**src/rtl/phy_tx_pkg.sv**
```systemverilog
// Shared PHY TX definitions: link symbols, link state encoding and common widths.
// The serializer and the RX symbol detector use this package as well.
package phy_tx_pkg;

  localparam int unsigned NUM_LANES = 4;
  localparam int unsigned SYM_W     = 8;

  typedef logic [SYM_W-1:0] sym_t;
  typedef logic [1:0]       lane_t;

  localparam sym_t COM_SYM = 8'hBC;
  localparam sym_t IDL_SYM = 8'h7C;

  typedef enum logic [1:0] {
    ST_RESET  = 2'b00,
    ST_TRAIN  = 2'b01,
    ST_IDLE   = 2'b10,
    ST_ACTIVE = 2'b11
  } tx_state_e;

  // Counter width for a count of n values, never narrower than one bit.
  function automatic int unsigned cnt_w(input int unsigned n);
    return (n > 1) ? $clog2(n) : 1;
  endfunction

endpackage

```
**src/rtl/phy_tx_lane_scheduler_if.sv**
```systemverilog
// Lane FIFO heads and serializer byte port shared by the TX lane scheduler.
interface phy_tx_lane_scheduler_if;
  import phy_tx_pkg::*;

  logic  tx_ready;
  logic  valid0, valid1, valid2, valid3;
  sym_t  data_in0, data_in1, data_in2, data_in3;
  logic  [NUM_LANES-1:0] pop;
  sym_t  data_out;
  logic  valid_out;
  logic  k_out;
  lane_t lane_id;

  modport master (
    input  tx_ready, valid0, valid1, valid2, valid3,
           data_in0, data_in1, data_in2, data_in3,
    output pop, data_out, valid_out, k_out, lane_id
  );

  modport slave (
    output tx_ready, valid0, valid1, valid2, valid3,
           data_in0, data_in1, data_in2, data_in3,
    input  pop, data_out, valid_out, k_out, lane_id
  );

endinterface

```
**src/rtl/phy_tx_lane_scheduler_rr_arbiter4.sv**
```systemverilog
// Four-way round-robin lane selector with a burst limit on the current lane.
// Purely combinational; the scheduler owns cur and burst_cnt.
module rr_arbiter4
  import phy_tx_pkg::*;
#(
  parameter int unsigned BURST_MAX = 4,
  localparam int unsigned BW = $clog2(BURST_MAX + 1)
) (
  input  logic [NUM_LANES-1:0] valid,
  input  lane_t                cur,
  input  logic [BW-1:0]        burst_cnt,
  output logic                 grant_c,
  output lane_t                lane_c,
  output logic [BW-1:0]        burst_next_c
);

  lane_t idx;

  // A zero burst_cnt means no burst is in progress, so the search always runs.
  always_comb begin
    grant_c      = 1'b0;
    lane_c       = cur;
    burst_next_c = BW'(1);
    idx          = cur;
    if (valid[cur] && (burst_cnt != '0) && (burst_cnt < BW'(BURST_MAX))) begin
      grant_c      = 1'b1;
      burst_next_c = burst_cnt + BW'(1);
    end else begin
      // Walk cur+4 .. cur+1 so the nearest lane after cur wins last.
      for (int k = 4; k >= 1; k--) begin
        idx = cur + 2'(k);
        if (valid[idx]) begin
          grant_c = 1'b1;
          lane_c  = idx;
        end
      end
    end
  end

endmodule

```
**src/rtl/phy_tx_lane_scheduler.sv**
```systemverilog
// Clk_4f TX scheduler: COM training after enable, then IDL fill interleaved with
// round-robin lane data onto the single serializer byte input.
module phy_tx_lane_scheduler
  import phy_tx_pkg::*;
#(
  parameter int unsigned NUM_COM   = 4,
  parameter int unsigned BURST_MAX = 4
) (
  input  logic                    clk_4f,
  input  logic                    default_values,
  input  logic                    enable,
  phy_tx_lane_scheduler_if.master bus,
  output logic [1:0]              state,
  output logic                    active
);

  localparam int unsigned BW = $clog2(BURST_MAX + 1);
  localparam int unsigned CW = cnt_w(NUM_COM);
  localparam logic [CW-1:0] COM_LAST = CW'(NUM_COM - 1);

  tx_state_e            state_q, state_d;
  logic [CW-1:0]        com_q, com_d;
  logic [BW-1:0]        burst_q, burst_d, burst_next_c;
  lane_t                cur_q, cur_d, lane_q, lane_d, sel_c;
  sym_t                 data_q, data_d, sel_data_c;
  logic                 valid_q, valid_d, k_q, k_d, active_q, active_d;
  logic                 grant_c;
  logic [NUM_LANES-1:0] pop_c, lane_valid_c;

  assign lane_valid_c = {bus.valid3, bus.valid2, bus.valid1, bus.valid0};

  rr_arbiter4 #(.BURST_MAX(BURST_MAX)) u_arb (
    .valid        (lane_valid_c),
    .cur          (cur_q),
    .burst_cnt    (burst_q),
    .grant_c      (grant_c),
    .lane_c       (sel_c),
    .burst_next_c (burst_next_c)
  );

  always_comb begin
    sel_data_c = bus.data_in0;
    case (sel_c)
      2'd1:    sel_data_c = bus.data_in1;
      2'd2:    sel_data_c = bus.data_in2;
      2'd3:    sel_data_c = bus.data_in3;
      default: sel_data_c = bus.data_in0;
    endcase
  end

  // Next state; tx_ready low freezes everything, enable low overrides that.
  always_comb begin
    state_d = state_q;
    com_d   = com_q;
    burst_d = burst_q;
    cur_d   = cur_q;
    data_d  = data_q;
    valid_d = valid_q;
    k_d     = k_q;
    lane_d  = lane_q;
    pop_c   = '0;
    if (!enable) begin
      state_d = ST_RESET;
      com_d   = '0;
      burst_d = '0;
      cur_d   = '0;
      data_d  = '0;
      valid_d = 1'b0;
      k_d     = 1'b0;
      lane_d  = '0;
    end else if (bus.tx_ready) begin
      unique case (state_q)
        ST_RESET: state_d = ST_TRAIN;
        ST_TRAIN: begin
          data_d  = COM_SYM;
          k_d     = 1'b1;
          valid_d = 1'b0;
          if (com_q == COM_LAST) state_d = ST_IDLE;
          else                   com_d   = com_q + CW'(1);
        end
        ST_IDLE, ST_ACTIVE: begin
          if (grant_c) begin
            pop_c   = 4'b0001 << sel_c;
            data_d  = sel_data_c;
            valid_d = 1'b1;
            k_d     = 1'b0;
            lane_d  = sel_c;
            cur_d   = sel_c;
            burst_d = burst_next_c;
            state_d = ST_ACTIVE;
          end else begin
            data_d  = IDL_SYM;
            valid_d = 1'b0;
            k_d     = 1'b1;
            burst_d = '0;
            state_d = ST_IDLE;
          end
        end
        default: state_d = ST_RESET;
      endcase
    end
    active_d = (state_d == ST_IDLE) || (state_d == ST_ACTIVE);
  end

  always_ff @(posedge clk_4f or posedge default_values) begin
    if (default_values) begin
      state_q  <= ST_RESET;
      com_q    <= '0;
      burst_q  <= '0;
      cur_q    <= '0;
      data_q   <= '0;
      valid_q  <= 1'b0;
      k_q      <= 1'b0;
      lane_q   <= '0;
      active_q <= 1'b0;
    end else begin
      state_q  <= state_d;
      com_q    <= com_d;
      burst_q  <= burst_d;
      cur_q    <= cur_d;
      data_q   <= data_d;
      valid_q  <= valid_d;
      k_q      <= k_d;
      lane_q   <= lane_d;
      active_q <= active_d;
    end
  end

  assign bus.pop       = pop_c;
  assign bus.data_out  = data_q;
  assign bus.valid_out = valid_q;
  assign bus.k_out     = k_q;
  assign bus.lane_id   = lane_q;
  assign state         = state_q;
  assign active        = active_q;

endmodule

```
**src/flat_wrapper.sv**
```systemverilog
// flat-port wrapper written by rule: the top's interface ports become plain ports
module phy_tx_lane_scheduler_flat import phy_tx_pkg::*;
#(
  parameter int unsigned NUM_COM   = 4,
  parameter int unsigned BURST_MAX = 4
)
  (clk_4f, default_values, enable, state, active, bus_tx_ready, bus_valid0, bus_valid1, bus_valid2, bus_valid3, bus_data_in0, bus_data_in1, bus_data_in2, bus_data_in3, bus_pop, bus_data_out, bus_valid_out, bus_k_out, bus_lane_id);
  phy_tx_lane_scheduler_if bus_i ();
  input  logic clk_4f;
  input  logic default_values;
  input  logic enable;
  output logic [1:0] state;
  output logic active;
  input wire logic [$bits(bus_i.tx_ready)-1:0] bus_tx_ready;
  input wire logic [$bits(bus_i.valid0)-1:0] bus_valid0;
  input wire logic [$bits(bus_i.valid1)-1:0] bus_valid1;
  input wire logic [$bits(bus_i.valid2)-1:0] bus_valid2;
  input wire logic [$bits(bus_i.valid3)-1:0] bus_valid3;
  input wire logic [$bits(bus_i.data_in0)-1:0] bus_data_in0;
  input wire logic [$bits(bus_i.data_in1)-1:0] bus_data_in1;
  input wire logic [$bits(bus_i.data_in2)-1:0] bus_data_in2;
  input wire logic [$bits(bus_i.data_in3)-1:0] bus_data_in3;
  output wire logic [$bits(bus_i.pop)-1:0] bus_pop;
  output wire logic [$bits(bus_i.data_out)-1:0] bus_data_out;
  output wire logic [$bits(bus_i.valid_out)-1:0] bus_valid_out;
  output wire logic [$bits(bus_i.k_out)-1:0] bus_k_out;
  output wire logic [$bits(bus_i.lane_id)-1:0] bus_lane_id;
  assign bus_i.tx_ready = bus_tx_ready;
  assign bus_i.valid0 = bus_valid0;
  assign bus_i.valid1 = bus_valid1;
  assign bus_i.valid2 = bus_valid2;
  assign bus_i.valid3 = bus_valid3;
  assign bus_i.data_in0 = bus_data_in0;
  assign bus_i.data_in1 = bus_data_in1;
  assign bus_i.data_in2 = bus_data_in2;
  assign bus_i.data_in3 = bus_data_in3;
  assign bus_pop = bus_i.pop;
  assign bus_data_out = bus_i.data_out;
  assign bus_valid_out = bus_i.valid_out;
  assign bus_k_out = bus_i.k_out;
  assign bus_lane_id = bus_i.lane_id;
  phy_tx_lane_scheduler #(.NUM_COM(NUM_COM), .BURST_MAX(BURST_MAX)) u_core (.clk_4f(clk_4f), .default_values(default_values), .enable(enable), .bus(bus_i), .state(state), .active(active));
endmodule
```
**config.mk**
```make
export PLATFORM = sky130hd
export DESIGN_NAME = phy_tx_lane_scheduler_flat
export DESIGN_NICKNAME = d
export VERILOG_FILES = /design/src/rtl/phy_tx_pkg.sv /design/src/rtl/phy_tx_lane_scheduler_if.sv /design/src/rtl/phy_tx_lane_scheduler_rr_arbiter4.sv /design/src/rtl/phy_tx_lane_scheduler.sv /design/src/flat_wrapper.sv
export SDC_FILE = /design/constraint.sdc
export NUM_CORES = 1
export LEC_CHECK = 0
export ABC_AREA = 1
export CORE_MARGIN = 2
export CORE_UTILIZATION = 38
export DETAILED_ROUTE_END_ITERATION = 6
export HOLD_SLACK_MARGIN = 0.06
export PLACE_DENSITY = 0.78
export SYNTH_ARGS = -nofsm -noshare
export SYNTH_HDL_FRONTEND = slang
export SYNTH_HIERARCHICAL = 1
export SYNTH_SLANG_ARGS = --single-unit
```
**constraint.sdc**
```tcl
create_clock -name clk_4f -period 1.9 [get_ports clk_4f]
set_input_delay 0.38 -clock clk_4f [delete_from_list [all_inputs] [get_ports clk_4f]]
set_output_delay 0.38 -clock clk_4f [all_outputs]
set_load 0.01 [all_outputs]
```
Word level (Yosys, flattened, before mapping) --
Cells that the tools add are included.
Cells by class: $add $sub $neg 5, $lt $le $gt $ge 5, eq/ne operators 15, shift-type cells 1, muxes and demuxes 52, reduce and logical (&&, ||, !) cells 10
Operators by type and width (number):
- 2-bit 2-to-1 mux | 15
- 8-bit 2-to-1 mux | 3
- 8-bit case mux with 3 select lines | 1
- 1-bit 2-to-1 mux | 16
- 4-bit 2-to-1 mux | 4
- 8-bit case mux with 2 select lines | 1
- 3-bit 2-to-1 mux | 5
- 2-bit == test (second input constant) | 7
- 2-bit by 3-bit less-than comparator with 1-bit output (second input constant) | 4
- 1-bit binary-select mux with 2-bit select | 4
- 2-bit by 1-bit inequality test with 1-bit output (second input constant) | 4
- 2-bit case mux with 3 select lines | 1
- 3-bit AND reduction | 2
- 2-bit by 1-bit adder with 2-bit output (second input constant) | 2
- 2-bit adder (second input constant) | 2
- 2-bit by 1-bit == test with 1-bit output (second input constant) | 2
- 1-bit case mux with 2 select lines | 2
- 2-bit AND reduction | 2
- 1-bit by 2-bit left shift with 4-bit output (first input constant) | 1
- 3-bit by 1-bit adder with 3-bit output (second input constant) | 1
- 3-bit less-than comparator (second input constant) | 1
- 3-bit by 1-bit inequality test with 1-bit output (second input constant) | 1
- 3-bit nonzero test | 1
- 1-bit logical AND | 2
- 4 further kinds | 4
Word-level totals: flip-flop bits (word level) 20, output and inout port bits 19, word-level logic and storage cells 96

Logic depth before layout (Yosys ltp) --
word-level depth 13, gate-level depth with buffers 19, gate-level depth less buffers 18

Hierarchy --
The synthesis kept the hierarchy.
By module, submodules not included:
- phy_tx_lane_scheduler | times used 1, cells an instance 147, area each 1093.5 µm²
- rr_arbiter4 | times used 1, cells an instance 64, area each 299.0 µm²

Worst setup path after synthesis --
Ideal clock, no wire load.
path type flip-flop to output port, start point register u_core/bus.lane_id[0] (netlist name), end point output bus_pop[0], arrival 1645 ps, required time 1520 ps, setup slack -125 ps, stages on the path, launching flop included 15, path buffers 1, path through dfrtp_1 -> buf_6 -> inv_6 -> nand2_1 -> nand2_1 -> nand2_1 -> nand2_1 -> nand2_1 -> nand2_1 -> nand2_1 -> nand2_1 -> nand2_1 -> inv_2 -> nand2_1 -> nor2_1
RTL lines:
- end, declared | RTL line flat_wrapper.sv:23 | output wire logic [$bits(bus_i.pop)-1:0] bus_pop;

==> results.json <==
{
  "grt_start_max_net_pins": 21,
  "syn_area_um2": 1390,
  "grt_pass1_vias": 1725,
  "slew_violations": 0,
  "drtIter0Drc": 181,
  "finalSetupViolations": 16,
  "grt.overflow.total": 0,
  "end_kind": "register",
  "viasPerCell": 5.07,
  "fill_cells": 220,
  "yosysTopAreaCell": "dfrtp_1",
  "rsz0062_at_grt": "true",
  "drtAntennaViolNets": 0,
  "seq_power_share_pct": 38.9,
  "switching_power_mw": 0.320,
  "status": "complete, but fails checks",
  "p_total_mw": 1.15,
  "worst_setup_path_start_kind": "register",
  "syn_avg_cell_area_um2": 6.60,
  "fp.dieW_um": 64.5,
  "max_stage_delay_ps": 400,
  "drive_gt1_share_pct": 37.4,
  "post-route-drc-count": 0,
  "crit_family": "simple AND/OR/NAND/NOR gates",
  "netlist.area_leader.share_pct": 35.9,
  "fin_ws_ps": -606,
  "antenna_found_initial": 0,
  "synth_area_leaders": "dfrtp_1, nand2_1, nand3_1",
  "mostFrequentLayoutCells": "nand2_1, clkdlybuf4s50_1, buf_4",
  "cts_hold_repair.buffers": 0,
  "relSlewSlack_pct": 82.1,
  "syn_nets": 254,
  "dpl_cell_area_um2": 2260,
  "final_common_cell": "nand2_1",
  "vias": 1862,
  "ys.flop_type": "dfrtp_1",
  "clock_sinks": 20,
  "synth.yosys.seq_area_share_pct": 35.9,
  "worst_pin_slew_ps": 268,
  "die_h_um": 64.5,
  "htree_levels": 1,
  "worstPathCellList": "buf_8, clkinv_8, nand2_4, nand2_4, nand2_1, nand2_2, inv_2, nand2_2, nand2_1, nand2_1, nand2_2, inv_4, buf_4, buf_4, buf_4, o21bai_1, nand3_1, nand2_1, nand2_1, nand2_1, nand2_1",
  "fin_worst_skew_ps": 17.4,
  "cts_tree": "yes",
  "yosysWarnings": 6,
  "fmax_mhz": 399,
  "place_congestion": 0.886,
  "final_area_um2": 2660,
  "dpl.hpwl_um": 3430,
  "dieArea_um2": 4160,
  "wirelength_um": 5830,
  "clk_pin_slew_ps": 130,
  "core_um2": 3420,
  "firstDrtPassIters": 5,
  "root_buffer": "clkbuf_4",
  "syn_to_final_growth_pct": 91.2,
  "nets": 365,
  "pwr-share-comb_pct": 30.2,
  "insertion_delay_ps": 320,
  "maxCapViolations": 0,
  "ios": 59,
  "cp_max_fo": 6,
  "synth-edff-count": 0,
  "async_flop_share_pct": 100,
  "hold_viol": 0,
  "n_antenna_cell": 0,
  "wl_per_cell_um": 15.9,
  "critical-path-slowest-cell": "dfrtp_2",
  "syn_inst": 211,
  "critPathRequiredTime_ps": 2130,
  "track_usage_pct": 24.3,
  "leakagePower_nw": 1.31,
  "crit_arrival_ps": 2740,
  "cp.buffers_inverters": 7,
  "fp-row-count": 21,
  "post-route-min-period_ps": 2510,
  "grt_pass1_wl_um": 7850,
  "cpMostUsedCell": "nand2_1",
  "r2r_slack_ps": -610,
  "p_sw_share_pct": 27.8,
  "cts_buffers": 3,
  "power.density_nw_per_um2": 434,
  "p_clk_share_pct": 31.0,
  "post-route-period-util_pct": 132,
  "synth.distinct_cells": 27,
  "violations": "setup timing",
  "worstHoldPathType": "primary input to asynchronous set/reset pin",
  "worstSetupPathType": "register to register",
  "intPower_mw": 0.834,
  "start_util_pct": 40.8,
  "whs_ps": 365,
  "synth_seq_cells": 20,
  "io_buffers": 58,
  "ir_drop_mv": 0.439,
  "cts_buffer_depth": 2
}
[repair_timing]
item	in CTS	in global routing
pin swaps	21	14
setup buffers	11	7
resized for setup	52	38
endpoints found under the setup margin	16	17
endpoints found under the hold margin	0	0
[registers in the layout, summed over array words and instances, names as in the netlist]
name and flops:
u_core/state 2, u_core/burst_q 3, u_core/bus.lane_id 2, u_core/bus.valid_out 1
u_core/bus.k_out 1, u_core/active 1, u_core/bus.data_out 8, u_core/com_q 2
[final timing paths]
| path | from | to | depth (start not counted) |
|---|---|---|---|
| worst max-delay path | u_core/bus.lane_id[0] | u_core/bus.data_out[7] | 21 |
| worst min-delay path | default_values | u_core/bus.data_out[6] | 3 |
| worst max register to register | u_core/bus.lane_id[0] | u_core/bus.data_out[7] | 21 |
| worst min register to register | u_core/bus.data_out[0] | u_core/bus.data_out[0] | 2 |
| max in group asynchronous | default_values | u_core/bus.lane_id[1] | 3 |
| min in group clk_4f | u_core/bus.data_out[0] | u_core/bus.data_out[0] | 2 |
[cells in the mapped netlist, types with 2 or more instances]
master    instances
o21ai_0           6
o211ai_1          2
inv_1            20
nor2_2            3
dfrtp_1          20
nand2_2           3
nand3_1          16
o22ai_1           2
inv_2             6
nor2_1           16
nand4_1           5
a21oi_1           7
nand2_1          88
ha_1              3
nor3_2            2
[final cells by class]
class	instances	area [um^2]	share of cell area [%]
clock buffer	3	22.5	0.846
timing repair buffer	107	940	35.3
tap	46	57.6	2.16
multi-input combinational	162	981	36.8
sequential	20	503	18.9
clock inverter	1	30.0	1.13
inverter	28	129	4.84
[metal layers]
layer / routed length [um] / vias up / part of all wire (%) / GRT usage [%]
met4: 262 / 0 / 4.5 / 10.9
li1: - / 893 / - / -
met1: 2170 / 849 / 37 / 31.2
met5: 0 / - / 0 / 0
met3: 502 / 26 / 8.6 / 4.17
met2: 2890 / 94 / 50 / 40.2
[worst reg2reg max path, cell delays in order (launching register included)]
cell and delay [ps]:
dfrtp_2 400, buf_8 150, clkinv_8 90, nand2_4 90
nand2_4 70, nand2_1 110, nand2_2 60, inv_2 80
nand2_2 50, nand2_1 70, nand2_1 70, nand2_2 120
inv_4 70, buf_4 130, buf_4 120, buf_4 150
o21bai_1 170, nand3_1 140, nand2_1 110, nand2_1 60
nand2_1 60, nand2_1 50
[power groups by stage]
| stage | Sequential, mW | Combinational [mW] | Clock [mW] |
|---|---|---|---|
| 3_5_place_dp | 0.457 | 0.280 | 0 |
| 6_report | 0.449 | 0.348 | 0.357 |
| 4_1_cts | 0.448 | 0.307 | 0.358 |
| 2_1_floorplan | 0.461 | 0.103 | 0 |
| 5_1_grt | 0.451 | 0.370 | 0.381 |
| 3_3_place_gp | 0.456 | 0.276 | 0 |
[cells by family (layout without fill, tap and decap cells)]
family | Yosys count | after routing | share of synthesized area, %
xor gates and xnor gates | 1 | 1 | 0.629
and+or+nand+nor | 137 | 137 | 43.3
DFF | 20 | 20 | 35.9
adders and majority gates | 3 | 3 | 2.70
AOI/OAI and AO/OA | 21 | 21 | 8.71
buffers and inverters | 29 | 139 | 8.71
[stage by stage]
stage                     setup WS (ps)  TNS, ps  utilization, %  cells
after floorplan                   -31.7     -117               -    211
after global placement             -843    -7810            66.3    345
after detailed placement           -865    -8840            66.3    345
after CTS                          -409    -4060            72.2    360
after global routing               -690    -8830            77.9    367
final                              -606    -7370            77.9    367
Power figures use the tool's default switching activity.
